==> config.mk <==
export PLATFORM = sky130hd
export DESIGN_NAME = conv_enc_packer
export DESIGN_NICKNAME = d
export VERILOG_FILES = /design/src/rtl/conv_enc_packer.sv
export SDC_FILE = /design/constraint.sdc
export NUM_CORES = 1
export LEC_CHECK = 0
export ABC_AREA = 1
export BUFFER_PORTS_ARGS = -buffer_cell sky130_fd_sc_hd__buf_2
export CAP_MARGIN = 20
export CORE_MARGIN = 10
export CORE_UTILIZATION = 30
export CTS_CLUSTER_SIZE = 40
export DETAILED_ROUTE_END_ITERATION = 8
export MAX_ROUTING_LAYER = met4
export SKIP_CTS_REPAIR_TIMING = 1
export SLEW_MARGIN = 25
export SYNTH_ARGS = -nofsm -noshare
export SYNTH_HDL_FRONTEND = slang
export SYNTH_SLANG_ARGS = --single-unit
==> constraint.sdc <==
create_clock -name clk -period 2.4 [get_ports clk]
set_input_delay 0 -clock clk [delete_from_list [all_inputs] [get_ports clk]]
set_output_delay 0 -clock clk [all_outputs]
set_load 0.01 [all_outputs]
==> src/rtl/conv_enc_packer.sv <==
// -----------------------------------------------------------------------------
// conv_enc_packer
//
// Rate-1/2, constraint-length-3 convolutional encoder that feeds the Viterbi
// receive path. Information bytes arrive over a valid/ready handshake and are
// encoded MSB first, one bit per clock. The eight 2-bit symbols of a byte are
// packed into one 16-bit word, which is offered to the downstream FIFO with a
// single-cycle write strobe. Downstream back-pressure (FIFO full) holds the
// word in SEND until it can be written.
//
// Ports
//   clk           in   1   rising-edge clock
//   rst_n         in   1   asynchronous active-low reset
//   byte_i        in   8   information byte, sampled on handshake
//   byte_valid_i  in   1   byte_i is valid
//   byte_ready_o  out  1   block can accept a byte (IDLE)
//   clear_i       in   1   synchronous encoder-state clear, IDLE only
//   busy_i        in   1   downstream FIFO full
//   data_o        out  16  packed symbol word (first bit's pair in [15:14])
//   dvalid_o      out  1   one-cycle write strobe for data_o
//
// Parameters
//   G0  generator for symbol bit 1; bit 2 taps u, bit 1 taps s1, bit 0 taps s2
//   G1  generator for symbol bit 0; same tap mapping
// -----------------------------------------------------------------------------
module conv_enc_packer #(
    parameter logic [2:0] G0 = 3'b111,
    parameter logic [2:0] G1 = 3'b101
) (
    input  logic        clk,
    input  logic        rst_n,
    input  logic [7:0]  byte_i,
    input  logic        byte_valid_i,
    output logic        byte_ready_o,
    input  logic        clear_i,
    input  logic        busy_i,
    output logic [15:0] data_o,
    output logic        dvalid_o
);

    typedef enum logic [1:0] {
        ST_IDLE   = 2'd0,
        ST_ENCODE = 2'd1,
        ST_SEND   = 2'd2
    } state_t;

    state_t      r_state;
    logic        r_s1;      // previous info bit
    logic        r_s2;      // info bit before r_s1
    logic [7:0]  r_shift;   // byte being encoded, MSB is the next bit
    logic [2:0]  r_cnt;     // index of the bit currently being encoded
    logic [15:0] r_data;    // packed symbol word
    logic        r_ready;

    logic        w_u;
    logic [2:0]  w_taps;
    logic [1:0]  w_sym;
    logic        w_write;

    assign w_u    = r_shift[7];
    assign w_taps = {w_u, r_s1, r_s2};
    assign w_sym  = {^(G0 & w_taps), ^(G1 & w_taps)};

    // The strobe is a Mealy term so a release of busy_i is seen in the same
    // cycle; the word itself comes straight from a register.
    assign w_write = (r_state == ST_SEND) && !busy_i;

    assign dvalid_o     = w_write;
    assign data_o       = r_data;
    assign byte_ready_o = r_ready;

    // NOTE: all state here uses non-blocking assignments so every register
    // samples the pre-edge values of the others (s2 <= s1 needs the old s1).
    // NOTE: every register, including the word and shift register, is reset so
    // a reset mid-byte discards the partial word rather than replaying it.
    always_ff @(posedge clk or negedge rst_n) begin
        if (!rst_n) begin
            r_state <= ST_IDLE;
            r_s1    <= 1'b0;
            r_s2    <= 1'b0;
            r_shift <= 8'h00;
            r_cnt   <= 3'd0;
            r_data  <= 16'h0000;
            r_ready <= 1'b1;
        end else begin
            unique case (r_state)
                ST_IDLE: begin
                    // A clear in the same cycle as a handshake takes effect
                    // before the first bit is encoded.
                    if (clear_i) begin
                        r_s1 <= 1'b0;
                        r_s2 <= 1'b0;
                    end
                    if (byte_valid_i) begin
                        r_shift <= byte_i;
                        r_cnt   <= 3'd0;
                        r_ready <= 1'b0;
                        r_state <= ST_ENCODE;
                    end
                end

                ST_ENCODE: begin
                    r_s1    <= w_u;
                    r_s2    <= r_s1;
                    r_shift <= {r_shift[6:0], 1'b0};
                    r_data  <= {r_data[13:0], w_sym};
                    if (r_cnt == 3'd7) begin
                        // Counter parks at 7 rather than wrapping.
                        r_state <= ST_SEND;
                    end else begin
                        r_cnt <= r_cnt + 3'd1;
                    end
                end

                ST_SEND: begin
                    if (w_write) begin
                        r_ready <= 1'b1;
                        r_state <= ST_IDLE;
                    end
                end

                default: begin
                    r_ready <= 1'b1;
                    r_state <= ST_IDLE;
                end
            endcase
        end
    end

endmodule

==> impl_summary.log, run 1 <==
[metrics] cell depth of the worst flop-to-flop path: 5
[metrics] footprint of the multi-input gates: 527 µm²
[metrics] sequential element share of the synthesized area: between 50% and 60%
[metrics] clock transition at the register clock pins on the worst setup and hold paths after CTS: 0.06 ns
[metrics] number of synthesized register bits: 32
[metrics] outcome: finished with violations
[metrics] cts bufs inserted: 5
[metrics] height of the die: 88.3 µm
[metrics] critical setup path kind: register to register
[metrics] actual slew at the worst max-slew pin: 0.728 ns
[metrics] Root Driver: clkbuf_8
[metrics] via count of the first global-routing pass: ~1200
[metrics] leading cell types in the layout, fill and taps excluded: 101 x nand2_1, 31 x dfrtp_1, 30 x buf_2
[metrics] number of search-and-repair iterations in the first detailed-routing pass: 4
[metrics] overall overflow remaining after global route: 0
[metrics] Final ANT Viol Nets: 0
[metrics] final-report setup violation count: 0
[metrics] number of max-capacitance violations reported: 0
[metrics] Starting Density: between 30% and 40%
[metrics] Routed WL per cell: between 10 and 15 µm
[metrics] primary flip-flop cell chosen by synthesis mapping: dfrtp_1
[metrics] Syn Area/Cell: between 8 and 9 µm²
[metrics] area added between synthesis and finish: 20.8%
[metrics] relative slew slack: 51.5%
[metrics] count of antenna diodes in the layout: 0
[metrics] global-route wire length before repair: ~5.2 mm
[metrics] syn_nets: 188
[metrics] number of library cell types mapped by synthesis: 17
[metrics] kind of start point of the critical path: register
[metrics] Iter 0 DRT Violations: 18
[metrics] cell count after synthesis: ~170
[metrics] Filler cells: around 480
[metrics] DIE AREA: 0.00780 mm²
[metrics] worst min-delay path endpoint: r_shift[0]
[metrics] x dimension of the die: 88.3 µm
[metrics] combined flip-flop and latch cell area: 802 µm²
[metrics] Total GRT Usage: under 10%
[metrics] Worst-Skew Late Latency: about 0.28 ns
[metrics] number of flops mapped to enable cells by yosys: 0
[metrics] hold path startpoint: byte_valid_i
[metrics] count of synthesis-stage warnings from yosys: 0
[metrics] Max Root-Sink Buffers: 2
[metrics] required time worst endpoint: between 2 and 3 ns
[metrics] Final #Nets: about 220
[metrics] antenna violations before repair: 0
[metrics] H-tree levels: 2
[metrics] largest fanout on the critical path: 32
[metrics] pwr dens: approximately 1300 mW/mm²
[metrics] worst slack on hold paths: -0.0144 ns
[metrics] largest net degree at the start of global routing: 33
[metrics] num ports: 31
[metrics] worst voltage drop across the vdd grid: between 0.4 and 0.5 mV
[metrics] Data arrival, critical path: 1.75 ns
[metrics] Vias: 1169
[metrics] Cell Rows: 24
[metrics] most common cell after layout, fill and taps aside: nand2_1
[metrics] worst reg2reg setup slack: 0.82 ns
[metrics] number of input and output port buffers inserted: 30
[metrics] share of layout cells above drive strength 1: 19.7%
[metrics] drt drc: 0
[metrics] setup repair after global routing missed its margin: false
[metrics] final hold violation count: 1
[metrics] largest clock skew in the final design: between 0.0015 and 0.002 ns
[metrics] Worst R2R End: r_shift[1]
[metrics] final routed wirelength across all metal layers: 3.04 mm
[metrics] final count of pins violating max slew: 0
[metrics] via density per instance: between 4 and 5
[metrics] setup TNS: 0 ns
[metrics] peak clock frequency supported by timing: around 630 MHz
[metrics] Tcrit/Tclk final: 66.0%
[metrics] Period minus WS final: about 1.6 ns
[metrics] cell count of the worst hold path: 3
[metrics] number of sinks driven by the clock tree: 32
[metrics] failing checks: negative hold slack
[metrics] CP Capture Type: register
[metrics] TritonCTS clock tree: built
[metrics] RR Startpoint: r_state[1]
[metrics] worst min-delay path class: input port to register
[metrics] Syn Std Cell Area: 0.00140 mm²
[metrics] last weighted congestion value of the routability-driven placer: 0.725
[metrics] HPWL reported at the end of detailed placement: around 2.1 mm
[metrics] leakage power figure: 0.974 nW
[metrics] area of the placeable core: 0.00444 mm²
[metrics] async set-reset flop share out of synthesis: 100%
==> cell type report <==
| cell class | instances | share of cell area, % |
|---|---|---|
| Multi-Input combinational cell | 126 | 31.1 |
| Inverter | 10 | 2.22 |
| Timing Repair Buffer | 32 | 10.1 |
| Sequential cell | 32 | 47.4 |
| Clock buffer | 8 | 5.33 |
| Tap cell | 52 | 3.85 |
==> report_power, final <==
| part | total [mW] | internal [mW] | switching [mW] |
|---|---|---|---|
| combinational | 0.855 | 0.298 | 0.557 |
| sequential | 0.910 | 0.762 | 0.148 |
| clock | 0.418 | 0.234 | 0.184 |
==> stage by stage <==
stage	total power [mW]	setup slack [ns]	util, %	instances	area (µm²)
floorplan	1.54	1.23	-	173	1400
global placement	1.78	0.877	35.6	250	1580
detailed placement	1.79	0.824	35.6	250	1580
CTS	2.22	0.810	37.6	258	1670
global route	2.41	0.636	38.1	260	1690
finish	2.18	0.815	38.1	260	1690
==> worst max-delay path, stage by stage (launching register included) <==
cell     delay [ns]
dfrtp_1        0.45
inv_2          0.10
nand2_2        0.42
nand2_1        0.30
nand2_1        0.14
nand2_1        0.06
==> worst max path at each step <==
stage / endpoint / slack (ns) / startpoint
2_1_floorplan: r_cnt[0] / 1.23 / r_cnt[0]
3_3_place_gp: r_shift[7] / 0.88 / r_state[1]
3_5_place_dp: r_shift[1] / 0.82 / r_state[1]
4_1_cts: r_shift[1] / 0.81 / r_state[1]
5_1_grt: r_shift[6] / 0.64 / r_state[1]
6_report: r_shift[1] / 0.82 / r_state[1]
==> registers in the layout, indices dropped and copies added, names as in the netlist <==
register and count:
r_s2 1, byte_ready_o 1, r_state 2, r_cnt 3, r_shift 8, r_s1 1
data_o 16
==> routing by layer <==
layer,GRT usage (%),wire length [µm],vias to the layer above
li1,-,-,598
met1,9.85,1540,524
met2,12.8,1200,40
met3,3.58,249,7
met4,3.96,51,0
met5,-,0,-
==> cells by family after synthesis <==
group | count (synthesis) | share of synthesized area [%]
buffers and inverters | 15 | 5.09
adders and majority gates | 2 | 1.79
DFF | 32 | 57.3
AOI/OAI and AO/OA | 8 | 3.04
and+or+nand+nor | 116 | 32.8
==> Yosys cell counts (2+ instances only) <==
cell type  number  area (µm²)
nor2_1          3        11.3
dfrtp_1        31         776
o22ai_1         2        12.5
ha_1            2        25.0
nand2_1       101         379
buf_2           3        15.0
nand3_1         8        40.0
o21ai_0         6        30.0
inv_2           2        7.51
inv_1           8        30.0
No activity file was read; power rests on OpenSTA's default activity.
==> run 2, diff against run 1 <==
Clock period 2.4 ns to 1.52 ns, I/O delays scaled along.
==> impl_summary.log, run 2 (synthesis gave the netlist of run 1 again) <==
[metrics] outcome: finished with violations
[metrics] failing checks: negative hold slack
[metrics] x dimension of the die: 88.3 µm
[metrics] required time worst endpoint: 1.68 ns
[metrics] relative slew slack: a little over half
[metrics] overall overflow remaining after global route: 0
[metrics] Vias: 1194
[metrics] worst reg2reg setup slack: 0.23 ns
[metrics] pwr dens: approximately 2100 mW/mm²
[metrics] cell depth of the worst flop-to-flop path: 6
[metrics] max reg flops: 16
[metrics] worst slack on hold paths: -0.0141 ns
[metrics] setup TNS: 0 ns
[metrics] Cell Rows: 24
[metrics] cell count of the worst hold path: 3
[metrics] final design instance area without fill: approximately 0.0017 mm²
[metrics] area added between synthesis and finish: 23.0%
[metrics] post-place instance area: 0.00161 mm²
[metrics] leading cell types in the layout, fill and taps excluded: 101 x nand2_1, 31 x dfrtp_1, 30 x buf_2
[metrics] last weighted congestion value of the routability-driven placer: 0.753
[metrics] Total GRT Usage: 8.97%
[metrics] Iter 0 DRT Violations: 59
[metrics] worst min-delay path endpoint: r_shift[0]
[metrics] number of input and output port buffers inserted: 30
[metrics] final routed wirelength across all metal layers: 3.12 mm
[metrics] Worst R2R End: r_cnt[0]
[metrics] part of the total power dissipated in sequential elements: 40.2%
[metrics] Root Driver: clkbuf_8
[metrics] TritonCTS clock tree: built
[metrics] Routed WL per cell: approximately 12 µm
[metrics] RR Startpoint: r_cnt[0]
[metrics] Tcrit/Tclk final: between 80% and 90%
[metrics] largest net degree at the start of global routing: 33
[metrics] largest fanout on the critical path: 5
[metrics] Final ANT Viol Nets: 0
[metrics] critical setup path kind: register to register
[metrics] actual slew at the worst max-slew pin: 0.713 ns
[metrics] leakage power figure: roughly 0.99 nW
[metrics] final-report setup violation count: 0
[metrics] largest clock skew in the final design: roughly 0.0054 ns
[metrics] num ports: 31
[metrics] final hold violation count: 1
[metrics] setup repair after global routing missed its margin: false
[metrics] final count of pins violating max slew: 0
[metrics] power share of the clock group: 19.1%
[metrics] height of the die: 88.3 µm
[metrics] worst min-delay path class: input port to register
[metrics] global-route wire length before repair: 5.39 mm
[metrics] Slowest-stage cell, CP: dfrtp_1
[metrics] HPWL reported at the end of detailed placement: 2.20 mm
[metrics] DIE AREA: between 0.007 and 0.008 mm²
[metrics] family with the most delay on the worst path: flip-flops
[metrics] clock transition at the register clock pins on the worst setup and hold paths after CTS: 0.07 ns
[metrics] number of sinks driven by the clock tree: 32
[metrics] most common cell after layout, fill and taps aside: nand2_1
[metrics] Max Root-Sink Buffers: 2
[metrics] Data arrival, critical path: 1.45 ns
[metrics] Worst-Skew Late Latency: 0.28 ns
[metrics] Net Sw Frac: 40.9%
[metrics] cts bufs inserted: 5
[metrics] hold path startpoint: byte_valid_i
[metrics] drt drc: 0
[metrics] peak clock frequency supported by timing: 777 MHz
[metrics] Final #Nets: roughly 220
[metrics] delay of the slowest cell on the worst path: 0.39 ns
[metrics] share of layout cells above drive strength 1: between 20% and 30%
[metrics] CP Capture Type: register
[metrics] antenna violations before repair: 0
[metrics] via density per instance: 4.56
[metrics] Starting Density: between 30% and 40%
[metrics] internal power of the cells: 2.11 mW
[metrics] worst voltage drop across the vdd grid: 0.783 mV
[metrics] count of antenna diodes in the layout: 0
[metrics] Period minus WS final: 1.29 ns
[metrics] kind of start point of the critical path: register
[metrics] sum of buffers and inverters on the critical path: 1
[metrics] combinational group share of total power: 40.7%
[metrics] Crit path top cell by count: ha_1
[metrics] number of gates on the worst path with buffers counted: 6
[metrics] via count of the first global-routing pass: 1217
[metrics] switching pwr: 1.46 mW
[metrics] Cell Chain, Critical Path: ha_1, ha_1, inv_1, nand2_1, nand3_1, o21ai_0
[metrics] H-tree levels: 2
[metrics] area of the placeable core: 0.00444 mm²
[metrics] number of max-capacitance violations reported: 0
[metrics] number of search-and-repair iterations in the first detailed-routing pass: 4
-- run 2: cell types whose count changed in the layout (fill, tap and decap cells not counted), sizes merged --
cell	previous run	this run
buf	30	32
clkbuf	8	6
clkinv	0	2
-- run 2: final cells by class --
class / instances / area (µm²)
Fill cell: 479 / 2720
Sequential cell: 32 / 802
Multi-Input combinational cell: 126 / 527
Timing Repair Buffer: 34 / 198
Clock buffer: 6 / 82.6
Tap cell: 52 / 65.1
Inverter: 10 / 37.5
Clock inverter: 2 / 10.0
-- run 2: power by group through the flow --
stage          Combinational (mW)  Clock, mW  Sequential (mW)
3_5_place_dp                 1.49          0             1.45
5_1_grt                      1.73      0.730             1.49
6_report                     1.45      0.681             1.43
3_3_place_gp                 1.45          0             1.44
2_1_floorplan               0.936          0             1.50
4_1_cts                      1.49      0.701             1.43
-- run 2: worst reg2reg max path, cell delays in order, from the launching register on --
cell and delay, ns:
dfrtp_1 0.39, ha_1 0.21, ha_1 0.17, inv_1 0.10, nand2_1 0.12, nand3_1 0.09, o21ai_0 0.08
-- run 2: worst max path at each step --
stage	endpoint	start	slack (ns)
3_5_place_dp	r_cnt[0]	r_cnt[0]	0.24
5_1_grt	r_cnt[0]	r_cnt[0]	0.11
6_report	r_cnt[0]	r_cnt[0]	0.23
2_1_floorplan	r_cnt[0]	r_cnt[0]	0.35
3_3_place_gp	r_cnt[0]	r_cnt[0]	0.23
4_1_cts	r_cnt[0]	r_cnt[0]	0.23
-- run 2: routing by layer --
metal / wire length [µm] / share of wire [%] / GRT usage, %
met5: 0 / 0 / -
met4: 40 / 1.3 / 3.52
met3: 257 / 8.2 / 3.40
met2: 1310 / 42 / 12.9
met1: 1510 / 48 / 11.1
-- run 2: through the flow --
step | std cells | utilization, % | worst slack, ns | power (mW)
3_5_place_dp | 252 | 36.2 | 0.240 | 2.93
3_3_place_gp | 252 | 36.2 | 0.233 | 2.89
4_1_cts | 260 | 38.3 | 0.227 | 3.63
2_1_floorplan | 173 | - | 0.350 | 2.43
6_report | 262 | 38.7 | 0.232 | 3.57
5_1_grt | 262 | 38.7 | 0.105 | 3.94
